--- src/rtl/controlador_displays.sv ---
// Four-digit multiplexed seven-segment scan controller with double-buffered data.
// Ports: clk, rst (async high), enable, valor[15:0], pontos[3:0], load -> ack,
//        b0..b3 (decoder nibble, b0=MSB), ponto (decimal point), an[3:0] (active-low).
module controlador_displays #(
  parameter int DIV   = 50000,
  parameter int DWELL = 3
) (
  input  logic        clk,
  input  logic        rst,
  input  logic        enable,
  input  logic [15:0] valor,
  input  logic [3:0]  pontos,
  input  logic        load,
  output logic        ack,
  output logic        b0,
  output logic        b1,
  output logic        b2,
  output logic        b3,
  output logic        ponto,
  output logic [3:0]  an
);

  localparam int PW = (DIV > 1) ? $clog2(DIV) : 1;
  localparam int DW = (DWELL > 1) ? $clog2(DWELL) : 1;

  localparam logic [1:0] IDLE  = 2'd0;
  localparam logic [1:0] BLANK = 2'd1;
  localparam logic [1:0] SHOW  = 2'd2;

  logic [1:0]    r_state;
  logic [1:0]    r_idx;
  logic [PW-1:0] r_presc;
  logic [DW-1:0] r_dwell;
  logic [15:0]   r_pend_v;
  logic [3:0]    r_pend_p;
  logic [15:0]   r_act_v;
  logic [3:0]    r_act_p;
  logic          r_newer;
  logic          r_ack;

  logic          w_tick;
  logic          w_last;
  logic          w_frame_end;
  logic          w_xfer;
  logic [3:0]    w_nib;

  assign w_tick = (r_presc == PW'(DIV - 1));
  assign w_last = (r_dwell == DW'(DWELL - 1));

  assign w_frame_end = (r_state == SHOW) && w_tick
                     && w_last && (r_idx == 2'd3);

  // A disabled scan abandons the frame, so frame-end copies need enable;
  // the idle copy does not.
  assign w_xfer = r_newer
                && ((r_state == IDLE) || (enable && w_frame_end));

  always_ff @(posedge clk or posedge rst) begin
    if (rst) begin
      r_pend_v <= '0;
      r_pend_p <= '0;
      r_act_v  <= '0;
      r_act_p  <= '0;
      r_newer  <= 1'b0;
      r_ack    <= 1'b0;
    end else begin
      r_ack <= w_xfer;
      if (w_xfer) begin
        r_act_v <= r_pend_v;
        r_act_p <= r_pend_p;
      end
      // A load on the transfer edge stays pending for the next frame.
      if (load) begin
        r_pend_v <= valor;
        r_pend_p <= pontos;
        r_newer  <= 1'b1;
      end else if (w_xfer) begin
        r_newer  <= 1'b0;
      end
    end
  end

  always_ff @(posedge clk or posedge rst) begin
    if (rst) begin
      r_state <= IDLE;
      r_idx   <= '0;
      r_presc <= '0;
      r_dwell <= '0;
    end else if (!enable) begin
      r_state <= IDLE;
      r_idx   <= '0;
      r_presc <= '0;
      r_dwell <= '0;
    end else begin
      if (r_state == IDLE) begin
        r_presc <= '0;
      end else if (w_tick) begin
        r_presc <= '0;
      end else begin
        r_presc <= r_presc + PW'(1);
      end
      case (r_state)
        IDLE: begin
          r_state <= BLANK;
          r_idx   <= '0;
          r_dwell <= '0;
        end
        BLANK: begin
          if (w_tick) begin
            r_state <= SHOW;
            r_dwell <= '0;
          end
        end
        SHOW: begin
          if (w_tick) begin
            if (w_last) begin
              r_state <= BLANK;
              r_idx   <= r_idx + 2'd1;
              r_dwell <= '0;
            end else begin
              r_dwell <= r_dwell + DW'(1);
            end
          end
        end
        default: r_state <= IDLE;
      endcase
    end
  end

  always_comb begin
    w_nib = 4'h0;
    case (r_idx)
      2'd0:    w_nib = r_act_v[3:0];
      2'd1:    w_nib = r_act_v[7:4];
      2'd2:    w_nib = r_act_v[11:8];
      default: w_nib = r_act_v[15:12];
    endcase
  end

  assign {b0, b1, b2, b3} = w_nib;
  assign ponto = r_act_p[r_idx];
  assign ack   = r_ack;
  assign an    = (r_state == SHOW) ? ~(4'b0001 << r_idx) : 4'b1111;

endmodule
--- config.mk ---
export PLATFORM = sky130hd
export DESIGN_NAME = controlador_displays
export DESIGN_NICKNAME = d
export VERILOG_FILES = /design/src/rtl/controlador_displays.sv
export SDC_FILE = /design/constraint.sdc
export NUM_CORES = 1
export LEC_CHECK = 0
export ABC_AREA = 0
export CAP_MARGIN = 5
export CELL_PAD_IN_SITES_DETAIL_PLACEMENT = 2
export CELL_PAD_IN_SITES_GLOBAL_PLACEMENT = 2
export CORE_ASPECT_RATIO = 0.5
export CORE_UTILIZATION = 41
export CTS_CLUSTER_DIAMETER = 120
export CTS_CLUSTER_SIZE = 24
export DETAILED_ROUTE_END_ITERATION = 16
export PLACE_DENSITY_LB_ADDON = 0.1
export SETUP_SLACK_MARGIN = 0.3
export SYNTH_ARGS = -nofsm -noshare
export SYNTH_HDL_FRONTEND = slang
export SYNTH_SLANG_ARGS = --single-unit
--- constraint.sdc ---
create_clock -name clk -period 4.3 [get_ports clk]
set_input_delay 0.645 -clock clk [delete_from_list [all_inputs] [get_ports clk]]
set_output_delay 0.645 -clock clk [all_outputs]
set_load 0.1 [all_outputs]
Word-level counts from Yosys, hierarchy flattened
Cells that the tools add are included.
{"block": "totals", "word_cells": 63, "regBits": 64}
{"block": "op_classes", "order_cmp": 1, "n_bitwise": 1, "add_sub_neg": 3, "n_eq_ne": 12, "n_mux": 23, "n_reduce_logical": 12, "shifts": 1}
{"operator": "16-bit two-way mux", "count": 3}
{"operator": "2-bit two-way mux", "count": 11}
{"operator": "16-bit by 1-bit adder with 16-bit output (second input constant)", "count": 1}
{"operator": "16-bit equality test (second input constant)", "count": 1}
{"operator": "2-bit case mux with 3 select lines", "count": 2}
{"operator": "4-bit case mux with 3 select lines", "count": 1}
{"operator": "3-bit != test (second input constant)", "count": 3}
{"operator": "3-bit AND reduction", "count": 3}
{"operator": "2-bit equality test (second input constant)", "count": 4}
{"operator": "1-bit logical AND", "count": 5}
{"operator": "2-bit by 1-bit adder with 2-bit output (second input constant)", "count": 2}
{"operator": "2-bit by 1-bit equality test with 1-bit output (second input constant)", "count": 2}
{"operator": "2-bit zero test", "count": 2}
{"operator": "4-bit two-way mux", "count": 1}
{"operator": "4-bit by 1-bit != test with 1-bit output (second input constant)", "count": 1}
{"operator": "4-bit NOT", "count": 1}
{"operator": "2-bit case mux with 2 select lines", "count": 1}
{"operator": "1-bit by 2-bit << shifter with 4-bit output (first input constant)", "count": 1}
{"operator": "2-bit by 3-bit less-than comparator with 1-bit output (second input constant)", "count": 1}
{"operator": "1-bit two-way mux", "count": 3}
{"operator": "3-bit by 1-bit != test with 1-bit output (second input constant)", "count": 1}
{"operator": "1-bit binary-select mux with 2-bit select", "count": 1}
{"operator": "2-bit nonzero test", "count": 1}
{"operator": "1-bit logical OR", "count": 1}

Logic depth before layout (Yosys ltp)
Gate-level depths: netlist (run 1).
{"block": "depth", "depth_word": 9, "ltp_mapped": 6}

Worst setup path after synthesis (run 1)
OpenSTA, ideal clock, no wires.
{"block": "synth_path", "kind": "reg2out", "start": "reg r_idx[0]", "end": "out b0", "t_arrival_ps": 2440, "stages_incl_launch_ff": 4, "t_required_ps": 3655, "setup_slack_ps": 1215, "path_cell_list": "dfrtp_1 > ha_1 > buf_1 > mux2i_1"}
{"block": "synth_via", "elab_chain_len": 2, "elab_cells_between_ends": 4}
{"element": "start, declared", "line": "31", "text": "logic [1:0] r_idx;"}
{"element": "start signal, assigned", "line": "118", "text": "r_idx <= r_idx + 2'd1;"}
{"element": "2-bit equality test, or another cell as far along", "line": "132", "text": "case (r_idx)"}
{"element": "4-bit case mux with 3 select lines (*)", "line": "132"}
{"element": "end, declared", "line": "15", "text": "output logic b0,"}
Every way passes the cells marked *; elsewhere a longest branch is shown, timed or not.

Worst setup path after layout (run 1)
{"block": "layout_path", "start": "reg r_idx[1]", "end": "out b1"}
{"block": "layout_via", "elab_chain_len": 2, "elab_cells_between_ends": 4}
{"element": "2-bit equality test, or another cell as far along", "line": "132"}
{"element": "4-bit case mux with 3 select lines (*)", "line": "132"}
{"element": "end, declared", "line": "16", "text": "output logic b1,"}
Marked as above.

==> results of run 1 <==
[cell families after synthesis]
kind of cell | count (synthesis) | share of synthesized area
adders and majority gates | 6 | 0.0253
DFF | 64 | 0.539
muxes | 45 | 0.175
buffers and inverters | 22 | 0.0337
AOI/OAI and AO/OA | 23 | 0.0602
and+or+nand+nor | 73 | 0.134
xor gates and xnor gates | 11 | 0.0324
[final cells by class]
cell class                      instances  area, um2
Clock buffer                           13        240
Clock inverter                          3       42.5
Fill cell                             661       3170
Inverter                               12       45.0
Multi-Input combinational cell        158       1270
Sequential cell                        64       1600
Tap cell                               92        115
Timing Repair Buffer                   36        353
[critical path: cells and delay by family, from the launching register on]
kind / cells / cell delay (ns)
AOI/OAI and AO/OA: 1 / 0.42
buffers and inverters: 2 / 1.13
adders and majority gates: 1 / 0.27
muxes: 1 / 0.17
DFF: 1 / 0.51
[synthesized netlist by cell type, types with 2 or more instances]
cell type | instances | area share
a211o_1 | 2 | 0.0059
o311ai_0 | 2 | 0.0059
ha_1 | 6 | 0.025
mux2i_1 | 4 | 0.013
nor4_1 | 4 | 0.0084
a21oi_1 | 3 | 0.0051
a222oi_1 | 4 | 0.013
a31oi_1 | 2 | 0.0042
and2_1 | 3 | 0.0063
nor3_1 | 4 | 0.0067
xnor2_1 | 9 | 0.027
clkbuf_1 | 5 | 0.0063
and3_1 | 4 | 0.0084
buf_6 | 2 | 0.0076
o21ai_0 | 3 | 0.0051
inv_1 | 12 | 0.015
o31ai_1 | 3 | 0.0076
nand3_1 | 7 | 0.012
buf_2 | 2 | 0.0034
nor2_1 | 18 | 0.023
nor2b_1 | 2 | 0.0042
nand4_1 | 6 | 0.013
mux2_4 | 2 | 0.010
xor2_1 | 2 | 0.0059
dfrtp_1 | 64 | 0.54
nand2_1 | 13 | 0.016
mux2_2 | 38 | 0.14
[state kept, by name, summed over array words and instances, names as in the netlist]
| name | flops |
|---|---|
| r_state | 2 |
| r_presc | 16 |
| r_act_v | 16 |
| r_pend_p | 4 |
| r_idx | 2 |
| r_dwell | 2 |
| ack | 1 |
| r_act_p | 4 |
| r_pend_v | 16 |
| r_newer | 1 |
[power by group through the flow]
| stage | Clock (mW) | Sequential (mW) | Combinational (mW) |
|---|---|---|---|
| global placement | 0 | 0.707 | 0.231 |
| floorplan | 0 | 0.697 | 0.174 |
| CTS | 0.720 | 0.704 | 0.247 |
| detailed placement | 0 | 0.711 | 0.240 |
| finish | 0.704 | 0.703 | 0.243 |
| global route | 0.747 | 0.709 | 0.258 |
[metal layers]
metal	vias to the layer above	routed length, um	share of wire
li1	950	-	-
met1	1067	3560	0.44
met2	36	4100	0.51
met3	15	318	0.039
met4	0	98	0.012
met5	-	0	0
[stage by stage]
stage          setup WS (ns)  hold slack [ns]  area, um2  std cells  utilization
2_1_floorplan           1.22            0.433       2970        244            -
3_3_place_gp            1.42            0.448       3380        362        0.495
3_5_place_dp            1.13            0.470       3380        362        0.495
4_1_cts                0.800            0.489       3670        378        0.537
5_1_grt                0.649            0.509       3670        378        0.537
6_report               0.818            0.492       3670        378        0.537
[worst max path at each step]
stage / from / endpoint / slack (ns)
after floorplan: r_idx[0]$_DFFE_PP0P_ / b0 / 1.22
after global placement: r_idx[0]$_DFFE_PP0P_ / b1 / 1.42
after detailed placement: r_idx[1]$_DFFE_PP0P_ / b1 / 1.13
after CTS: r_idx[1]$_DFFE_PP0P_ / b1 / 0.80
after global routing: r_idx[0]$_DFFE_PP0P_ / b1 / 0.65
final: r_idx[1]$_DFFE_PP0P_ / b1 / 0.82
==> results.txt, run 1 <==
* Critical setup path kind: reg -> out
- Static timing analysis puts the maximum clock frequency at 287 MHz.
* Final routed DRC violation total: 0
- The first detailed-routing pass ran for 4 iterations.
- The initial utilization of the core area, before any placement, comes to 0.435.
* Largest net degree at the start of global routing: 34
* Critical Path RT: 3.65 ns
- Crit-path max cell delay: 1.00 ns
* Largest clock skew in the final design: 0.00845 ns
* Proportion of power drawn by combinational gates: 0.147
* Worst reg-to-reg setup slack: 2.17 ns
- RSZ-0062 raised after global routing: no
* Power per cell area: 450 nW/um2
- Maxcap violations: 0
- The final number of hold-violating endpoints was 0.
- The net count of the finished layout is 311.
* Worst Hold Launch: r_presc[0]$_DFF_PP0_
* Number of diodes: 0
- Series of cell instances along the critical path: inv_1 > ha_1 > a222oi_1 > mux2i_1 > clkdlybuf4s50_1
- Die outline width: 122 um
* Largest vdd supply drop: 0.210 mV
- In the synthesized netlist the dominant register cell turns out to be dfrtp_1.
- Buffer type at the clock tree root: clkbuf_16
- Clock buffer count from CTS: 9
* Clock slew seen by the registers of the worst setup and hold paths: 0.05 ns
- Post-CTS Hold Buffers: 0
- The final route contains 2068 vias.
* Met2 capacity usage during global routing: 0.404
- Synthesized cell area: 2970 um2
- The design draws 1.65 mW.
- Fraction of final layout cells with drive strength greater than 1: 0.227
- In this run, synthesis inferred 0 flip-flops with an integrated enable.
* Final Wtd Congestion: ~0.8
- Synthesis handed over a netlist of 244 instances.
- During I/O placement, the number of pins put on the boundary was 34.
* ANT nets after route: 0
* Final worst path period need: 3.48 ns
- CTS built an H-tree with a depth of 3.
* Worst-path cell with the longest stage delay: clkdlybuf4s50_1
- The worst hold path terminates at r_presc[0]$_DFF_PP0_.
- Wirelength per Cell: 21.4 um
- In this run, synthesis produced a sequential element count of 64.
- Of the total power, the share spent switching nets is 0.266.
- Gates resized during post-CTS repair numbered 0.
* Total routed wirelength: around 8100 um
- The run finished with clean final reports.
- The number of setup buffers added after CTS is 0.
* FFs w/ async S/R, synth: 1.00
- Met3 Resource Use GR: 0.0790
- For this run, the total global-route usage over all layers was measured as 0.241.
- Synthesized area divided by synthesized cell count: around 12 um2
* Reg-to-reg critical path endpoint: r_act_v[4]$_DFFE_PP0P_
* Number of global-route vias before repair: 2444
* Sequential fraction of the synthesis area: 0.539
* Clock Power Share: 0.426
* Final global-route overflow total: 0
- The number of antenna violations at the first check in global routing is 0.
- Crit-path max FO: 7
- The path class of the tightest hold or removal check is reg -> reg.
- Maximum buffer depth of the clock tree: 2
* Post-synthesis to final-layout area growth: 23.4%
* Relative slew margins: 0.291
- The later pin in the worst-skew pair is clocked with a latency of between 0.3 and 0.4 ns.
- Worst reg2reg path startpoint: r_idx[1]$_DFFE_PP0P_
- When the netlist entered floorplanning its net count stood at 274.
* Worst Max-Slew Pin Slew: 1.06 ns
* First-pass GRT wire length: 13200 um
* Number of vias per cell after detailed routing: 5.47
* HPWL Detailed: 5150 um
* Crit start category: flop
- Port Buf Inserts: 33
- Seq pwr share: 0.426
- Most frequent cells in the layout: dfrtp_1 (64), mux2_2 (38), clkdlybuf4s50_1 (33)
* Busiest metal layer after global routing: met2
* Clock tree from TritonCTS: built
- Hold-critical path depth: 1
- Most common cell after layout, fill and taps aside: dfrtp_1
- For this run, the number of Yosys warnings is 0.
* Cells on worst reg2reg path: 6
- Met1 Usage GRT: 0.291
* Standard cell core area: 6830 um2
- Distinct cell type count of the synthesized netlist: 45
- The internal power of the cells totals about 1.2 mW.
* Leak: 1.51 nW
- For this block, the initial DRC count from the detailed router was 88.
- Placement row count: 21
* Fraction of the cycle the final worst path needs: 0.810
- For the worst setup path, the data arrival time is 2.84 ns.
- Floorplan die height: 62.2 um
* TritonCTS sink count: 64
- Setup crit end kind: primary output
* Accumulated negative setup slack: 0 ns
* Die Area: 7610 um2
- NetSw: 0.440 mW
- The number of max-slew violations in the final report came to 0.
- Setup violations remaining at the end of the flow were counted as 0.
Power figures use the tool's default switching activity.
==> run 2: changes to the inputs <==
--- a/config.mk
+++ b/config.mk
@@ -10,7 +10,7 @@
 export CELL_PAD_IN_SITES_DETAIL_PLACEMENT = 2
 export CELL_PAD_IN_SITES_GLOBAL_PLACEMENT = 2
 export CORE_ASPECT_RATIO = 0.5
-export CORE_UTILIZATION = 41
+export CORE_UTILIZATION = 38
 export CTS_CLUSTER_DIAMETER = 120
 export CTS_CLUSTER_SIZE = 24
 export DETAILED_ROUTE_END_ITERATION = 16
==> constraint.sdc (replaced) <==
create_clock -name clk -period 3.5 [get_ports clk]
set_input_delay 0.525 -clock clk [delete_from_list [all_inputs] [get_ports clk]]
set_output_delay 0.525 -clock clk [all_outputs]
set_load 0.1 [all_outputs]
==> results.txt, run 2 (synthesized netlist as in run 1, its figures left out) <==
* Routed via count: 2061 (-0.34%)
- Final cell count without fillers: 383 (+1.3%)
- Floorplan die height: 64.5 um (+3.7%)
- Hold-critical path depth: 1 (unchanged)
- HPWL Detailed: 4650 um (-9.8%)
- Die Area: 8200 um2 (+7.7%)
- The instance area after placement is 3380 um2 (-0.22%).
- The number of detailed-route iterations in the first pass is 6 (+2).
- From synthesis to final layout, the design area changed by 24.3%.
- The cell count after placement came to 367 (+1.4%).
- Worst reg2reg path startpoint: r_idx[0]$_DFFE_PP0P_
- The leakage component of the power was 1.54 nW (+1.9%).
* Final nets: 312 (+0.32%)
- The H-tree level count was 3 (unchanged).
- The clock sink total was 64 (unchanged).
- The number of inserted diodes came to 0 (unchanged).
* Maxcap violations: 0 (unchanged)
- The final-report setup violation count was 0 (unchanged).
- The number of buffers inserted during clock tree synthesis was 9 (unchanged).
- Largest net degree at the start of global routing: 32 (-5.9%)
* Max Freq: 348 MHz
- The starting DRC count in detailed routing is 93 (+5.7%).
- Biggest registers after layout: r_act_v (16), r_pend_v (16), r_presc (16)
- Worst Hold Launch: r_presc[0]$_DFF_PP0_
- The clock slew at the register clock pins of the worst setup and hold paths is 0.06 ns (about the same).
- The overall fraction of global-route tracks in use was 0.197 (-0.0439).
- The number of fill cells came to 740 (+12%).
* Post-CTS sizing: 0 (unchanged)
- I/O pins: 34 (unchanged)
* Port Buf Inserts: 33 (unchanged)
* Hold-critical path endpoint: r_presc[0]$_DFF_PP0_
- The summed area of non-filler cells in the final layout was 3690 um2 (+0.75%).
* Worst Max-Slew Pin Slew: 1.01 ns (-0.0546 ns)
* Most common cell after layout, fill and taps aside: dfrtp_1
* Most frequent cells in the layout: dfrtp_1 (64), mux2_2 (38), clkdlybuf4s50_1 (25)
- Crit-path max FO: 7 (unchanged)
* ANT nets after route: 0 (unchanged)
- Crit start category: flop
- The layout cell share with drive strength beyond 1 came to 0.272 (+0.0445).
- Largest clock skew in the final design: 0.00612 ns (-0.00233 ns)
- The final RePlAce weighted congestion is 0.722 (-9.8%).
* Power per cell area: 566 nW/um2 (+26%)
* RSZ-0062 raised after global routing: no
* Critical setup path kind: reg -> out
- The number of antenna violations at the first check in global routing came to 0 (unchanged).
* Final worst path period need: 2.88 ns
- Accumulated negative setup slack: 0 ns (unchanged)
- Standard cell core area: 7430 um2 (+8.8%)
- Setup crit end kind: primary output
- The routed wirelength normalized by instance count came to 18.5 um (-14%).
- Buffer type at the clock tree root: clkbuf_16
- The starting density of the core was 0.400 (-0.0351).
- The routed wire length was 7080 um (-12%).
* Largest vdd supply drop: 0.241 mV (+15%)
- Final global-route overflow total: 0 (unchanged)
- Clock tree from TritonCTS: built
* Placement row count: 22 (+4.8%)
- Critical Path RT: 2.97 ns (-0.68 ns)
- The die width was 127 um (+3.8%).
* Cells on worst reg2reg path: 6 (unchanged)
* Final routed DRC violation total: 0 (unchanged)
- The clock network latency to the later pin of the worst-skew pair came to 0.33 ns (about the same).
- The number of buffers inserted by hold repair at cts was 0 (unchanged).
* Relative slew margins: 0.327 (+0.0365)
- The arrival time at the worst endpoint is 2.35 ns (-0.49 ns).
- Outcome: complete, no violations
- Post-CTS setup buffers: 0 (unchanged)
- Fraction of the cycle the final worst path needs: 0.822
- Number of global-route vias before repair: 2285 (-6.5%)
- Number of vias per cell after detailed routing: 5.38 (-1.6%)
* Worst Hold Class: reg -> reg
- The wire length of the first global-routing pass was 12000 um (-9.5%).
- Reg-to-reg critical path endpoint: r_act_v[3]$_DFFE_PP0P_
- The slack of the worst reg-to-reg path was 1.38 ns (-0.79 ns).
- Pins over their slew limit: 0 (unchanged)
- Maximum buffer depth of the clock tree: 2 (unchanged)
- Final number of hold-violating endpoints: 0 (unchanged)
[run 2: worst max-delay path: stages (launching register included)]
cell	delay (ns)
dfrtp_1	0.49
mux4_2	0.54
clkdlybuf4s50_1	0.99
[run 2: routing by layer]
layer  GRT usage  wire [um]  up-vias
li1            -          -      951
met1       0.223       2970     1070
met4      0.0625         72        0
met5           0          0        -
met3      0.0570        297        9
met2       0.362       3740       31
[run 2: worst max path at each step]
stage / from / to / slack, ns / cells past startpoint
floorplan: r_idx[0]$_DFFE_PP0P_ / b0 / 0.54 / 3
global placement: enable / r_act_v[11]$_DFFE_PP0P_ / 0.99 / 6
detailed placement: enable / r_act_v[3]$_DFFE_PP0P_ / 0.91 / 6
CTS: r_idx[0]$_DFFE_PP0P_ / ponto / 0.61 / 2
global route: r_idx[0]$_DFFE_PP0P_ / ponto / 0.55 / 2
finish: r_idx[0]$_DFFE_PP0P_ / ponto / 0.62 / 2
[run 2: per-stage QoR]
stage	util	setup WS, ns	total power, mW	hold slack, ns
finish	0.497	0.624	2.09	0.463
floorplan	-	0.535	1.07	0.433
CTS	0.497	0.610	2.12	0.469
global route	0.497	0.553	2.16	0.492
detailed placement	0.454	0.905	1.16	0.457
global placement	0.454	0.987	1.14	0.455
[run 2: report_power, final]
group	leakage, nW	internal (mW)	total (mW)	switching [mW]
logic	0.589	0.119	0.288	0.169
registers	0.797	0.814	0.859	0.0452
clock network	0.155	0.609	0.942	0.333
total	1.54	1.54	2.09	0.547
[run 2: cell type report]
| type | instances | area (um2) | area share |
|---|---|---|---|
| inverters | 12 | 45.0 | 0.0122 |
| well taps | 96 | 120 | 0.0325 |
| multi-input cells | 158 | 1270 | 0.343 |
| clock buffers | 12 | 267 | 0.0722 |
| flip-flops and latches | 64 | 1600 | 0.434 |
| clock inverters | 4 | 51.3 | 0.0139 |
| repair buffers | 37 | 340 | 0.0921 |
==> run 3: changes to the inputs <==
==> constraint.sdc (replaced) <==
create_clock -name clk -period 2.8 [get_ports clk]
set_input_delay 0.42 -clock clk [delete_from_list [all_inputs] [get_ports clk]]
set_output_delay 0.42 -clock clk [all_outputs]
set_load 0.1 [all_outputs]
==> results.txt, run 3 (synthesized netlist as in run 1, its figures left out) <==
- Largest net degree at the start of global routing: 65 (+100%)
* First-pass GRT wire length: 12000 um (+0.46%)
- Area used by sequential logic in the layout: 1600 um2 (+0.16%)
* Critical Path RT: 2.38 ns (-0.59 ns)
- Overall fraction of global-route tracks in use: 0.197 (+0.000675)
- Setup repair after global routing left no endpoint under its margin.
* Final worst path period need: 2.37 ns
- The number of detailed-route iterations in the first pass was 4 (-2).
- Clock slew seen by the registers of the worst setup and hold paths: 0.05 ns (about the same)
- Most frequent cells in the layout: dfrtp_1 (62), mux2_2 (38), clkdlybuf4s50_1 (23)
- Max Freq: roughly 420 MHz
- The worst-case clock buffer depth is 2 (unchanged).
* Final Wtd Congestion: 0.716 (-0.73%)
- Final routed DRC violation total: 0 (unchanged)
- Worst Max-Slew Pin Slew: 0.567 ns (-0.439 ns)
- The endpoint identified for the worst register-to-register timing path is r_act_v[13]$_DFFE_PP0P_.
* Post-CTS setup buffers: 0 (unchanged)
* Die outline width: 127 um (unchanged)
- Worst-path cell with the longest stage delay: dfrtp_2
- The number of standard cells in the final layout excluding fillers came to 384 (+0.26%).
- Final setup violation count: 0 (unchanged)
- Clock buffer count from CTS: 9 (unchanged)
- The worst slew margin relative to its limit is 0.622 (+0.295).
- Maxcap violations: 0 (unchanged)
- Largest vdd supply drop: 0.306 mV (+27%)
* Outcome: complete, no violations
* Wirelength per Cell: 19.0 um (+2.6%)
- The final-layout setup total negative slack is 0 ns (unchanged).
- Fraction of final layout cells with drive strength greater than 1: 0.292 (+0.0199)
- The number of inserted diodes is 0 (unchanged).
* Leak: 1.55 nW (+0.46%)
* Post-synthesis to final-layout area growth: 25.0%
- The sum of net half-perimeters after detailed placement was 4760 um (+2.3%).
- Series of cell instances along the critical path: inv_1 > ha_1 > a222oi_1 > mux2i_1 > buf_4
- Filler cell count in the final layout: 714 (-3.5%)
- The number of max-slew violations in the final report came to 0 (unchanged).
- The clock network latency to the later pin of the worst-skew pair came to 0.33 ns (about the same).
- Final Power: 2.61 mW (+25%)
- Worst reg-to-reg setup slack: 0.64 ns (-0.74 ns)
* Clock tree from TritonCTS: built
- Power per cell area: 702 nW/um2 (+24%)
* Critical setup path kind: reg -> out
* Worst path arrival time: 1.95 ns (-0.40 ns)
- Number of global-route vias before repair: 2300 (+0.66%)
* Number of placed instances with taps included: 368 (+0.27%)
- The library cell used most frequently in the layout, excluding fill and tap cells, is dfrtp_1.
- I/O pins: 34 (unchanged)
- ANT nets after route: 0 (unchanged)
* DRC violation total after the first TritonRoute iteration: 70 (-25%)
- The tree is rooted in a clkbuf_16.
- Total routed wirelength: 7280 um (+2.9%)
- The number of buffer cells added on primary ports is 33 (unchanged).
- STA classifies the critical path startpoint as a flop.
- Setup crit end kind: primary output
- The multi-input logic area was 1270 um2 (+0.20%).
- Number of antenna violations at the first check in global routing: 0 (unchanged)
- The via count is 2051 (-0.49%).
- Worst reg2reg path startpoint: r_presc[12]$_DFF_PP0_
- Final nets: 313 (+0.32%)
- Final global-route overflow total: 0 (unchanged)
- The post-layout utilization of the core came to 0.500 (+0.00269).
- The length in cells of the worst reg-to-reg path was 5 (-1).
* Worst Hold Class: in -> async
- The final number of hold-violating endpoints is 0 (unchanged).
- The area inside the core boundary was 7430 um2 (unchanged).
- End point of the critical path: b3
- The vertical die dimension was 64.5 um (unchanged).
* Die Area: 8200 um2 (unchanged)
- The largest registers in the layout are r_act_v (16), r_pend_v (16), r_presc (16).
- Initial core utilization: 0.400 (unchanged)
- Number of vias per cell after detailed routing: 5.34 (-0.74%)
* TritonCTS sink count: 64 (unchanged)
- The peak per-stage delay on the critical path was 0.44 ns (-0.55 ns).
- Dividing the final minimum period by the clock period gives 0.846.
- The cell row count was 22 (unchanged).
- Source of the critical timing path: r_idx[1]$_DFFE_PP0P_
- Largest clock skew in the final design: 0.00874 ns (+0.00263 ns)
- The number of buffers inserted by hold repair at cts is 0 (unchanged).
* Maximum level of the CTS H-tree: 3 (unchanged)
- Crit-path max FO: 7 (unchanged)
run 3: final cells by class:
cell class,instances,area share
Clock buffer,12,0.0718
Inverter,12,0.0121
Multi-Input combinational cell,158,0.342
Sequential cell,64,0.432
Clock inverter,4,0.0138
Tap cell,96,0.0323
Timing Repair Buffer,38,0.0957
run 3: how the worst min path moves through the flow:
stage	startpoint	end	slack, ns
4_1_cts	rst	r_presc[8]$_DFF_PP0_	0.50
5_1_grt	rst	r_presc[0]$_DFF_PP0_	0.53
3_3_place_gp	r_presc[0]$_DFF_PP0_	r_presc[0]$_DFF_PP0_	0.45
3_5_place_dp	r_presc[0]$_DFF_PP0_	r_presc[0]$_DFF_PP0_	0.49
2_1_floorplan	r_presc[0]$_DFF_PP0_	r_presc[0]$_DFF_PP0_	0.43
6_report	rst	r_presc[0]$_DFF_PP0_	0.48
run 3: worst max-delay path: cells and delay by family, from the launching register on:
| family | cells | cell delay (ns) |
|---|---|---|
| DFF | 1 | 0.44 |
| AOI/OAI and AO/OA | 1 | 0.40 |
| adders and majority gates | 1 | 0.27 |
| muxes | 1 | 0.16 |
| buffers and inverters | 2 | 0.35 |
run 3: through the flow:
stage	worst slack, ns	hold WS, ns	area (um2)
2_1_floorplan	-0.0599	0.433	2970
3_3_place_gp	0.606	0.451	3390
3_5_place_dp	0.542	0.487	3390
4_1_cts	0.323	0.497	3710
5_1_grt	0.305	0.526	3710
6_report	0.432	0.483	3710
run 3: per-layer routing:
metal | track usage | vias up | wire, um
met1 | 0.232 | 1061 | 3270
met3 | 0.0611 | 9 | 224
li1 | - | 950 | -
met2 | 0.343 | 31 | 3700
met4 | 0.0759 | 0 | 88
met5 | 0 | - | 0
run 3: report_power, final:
group / internal [mW] / switching (mW)
Combinational: 0.150 / 0.213
Sequential: 1.02 / 0.0553
Clock: 0.761 / 0.411
Total: 1.93 / 0.679
run 3: repair_timing:
item | in CTS | in global routing
endpoints found under the setup margin | 2 | 3
pin swaps | 0 | 1
gates resized for setup | 1 | 2
endpoints found under the hold margin | 0 | 0
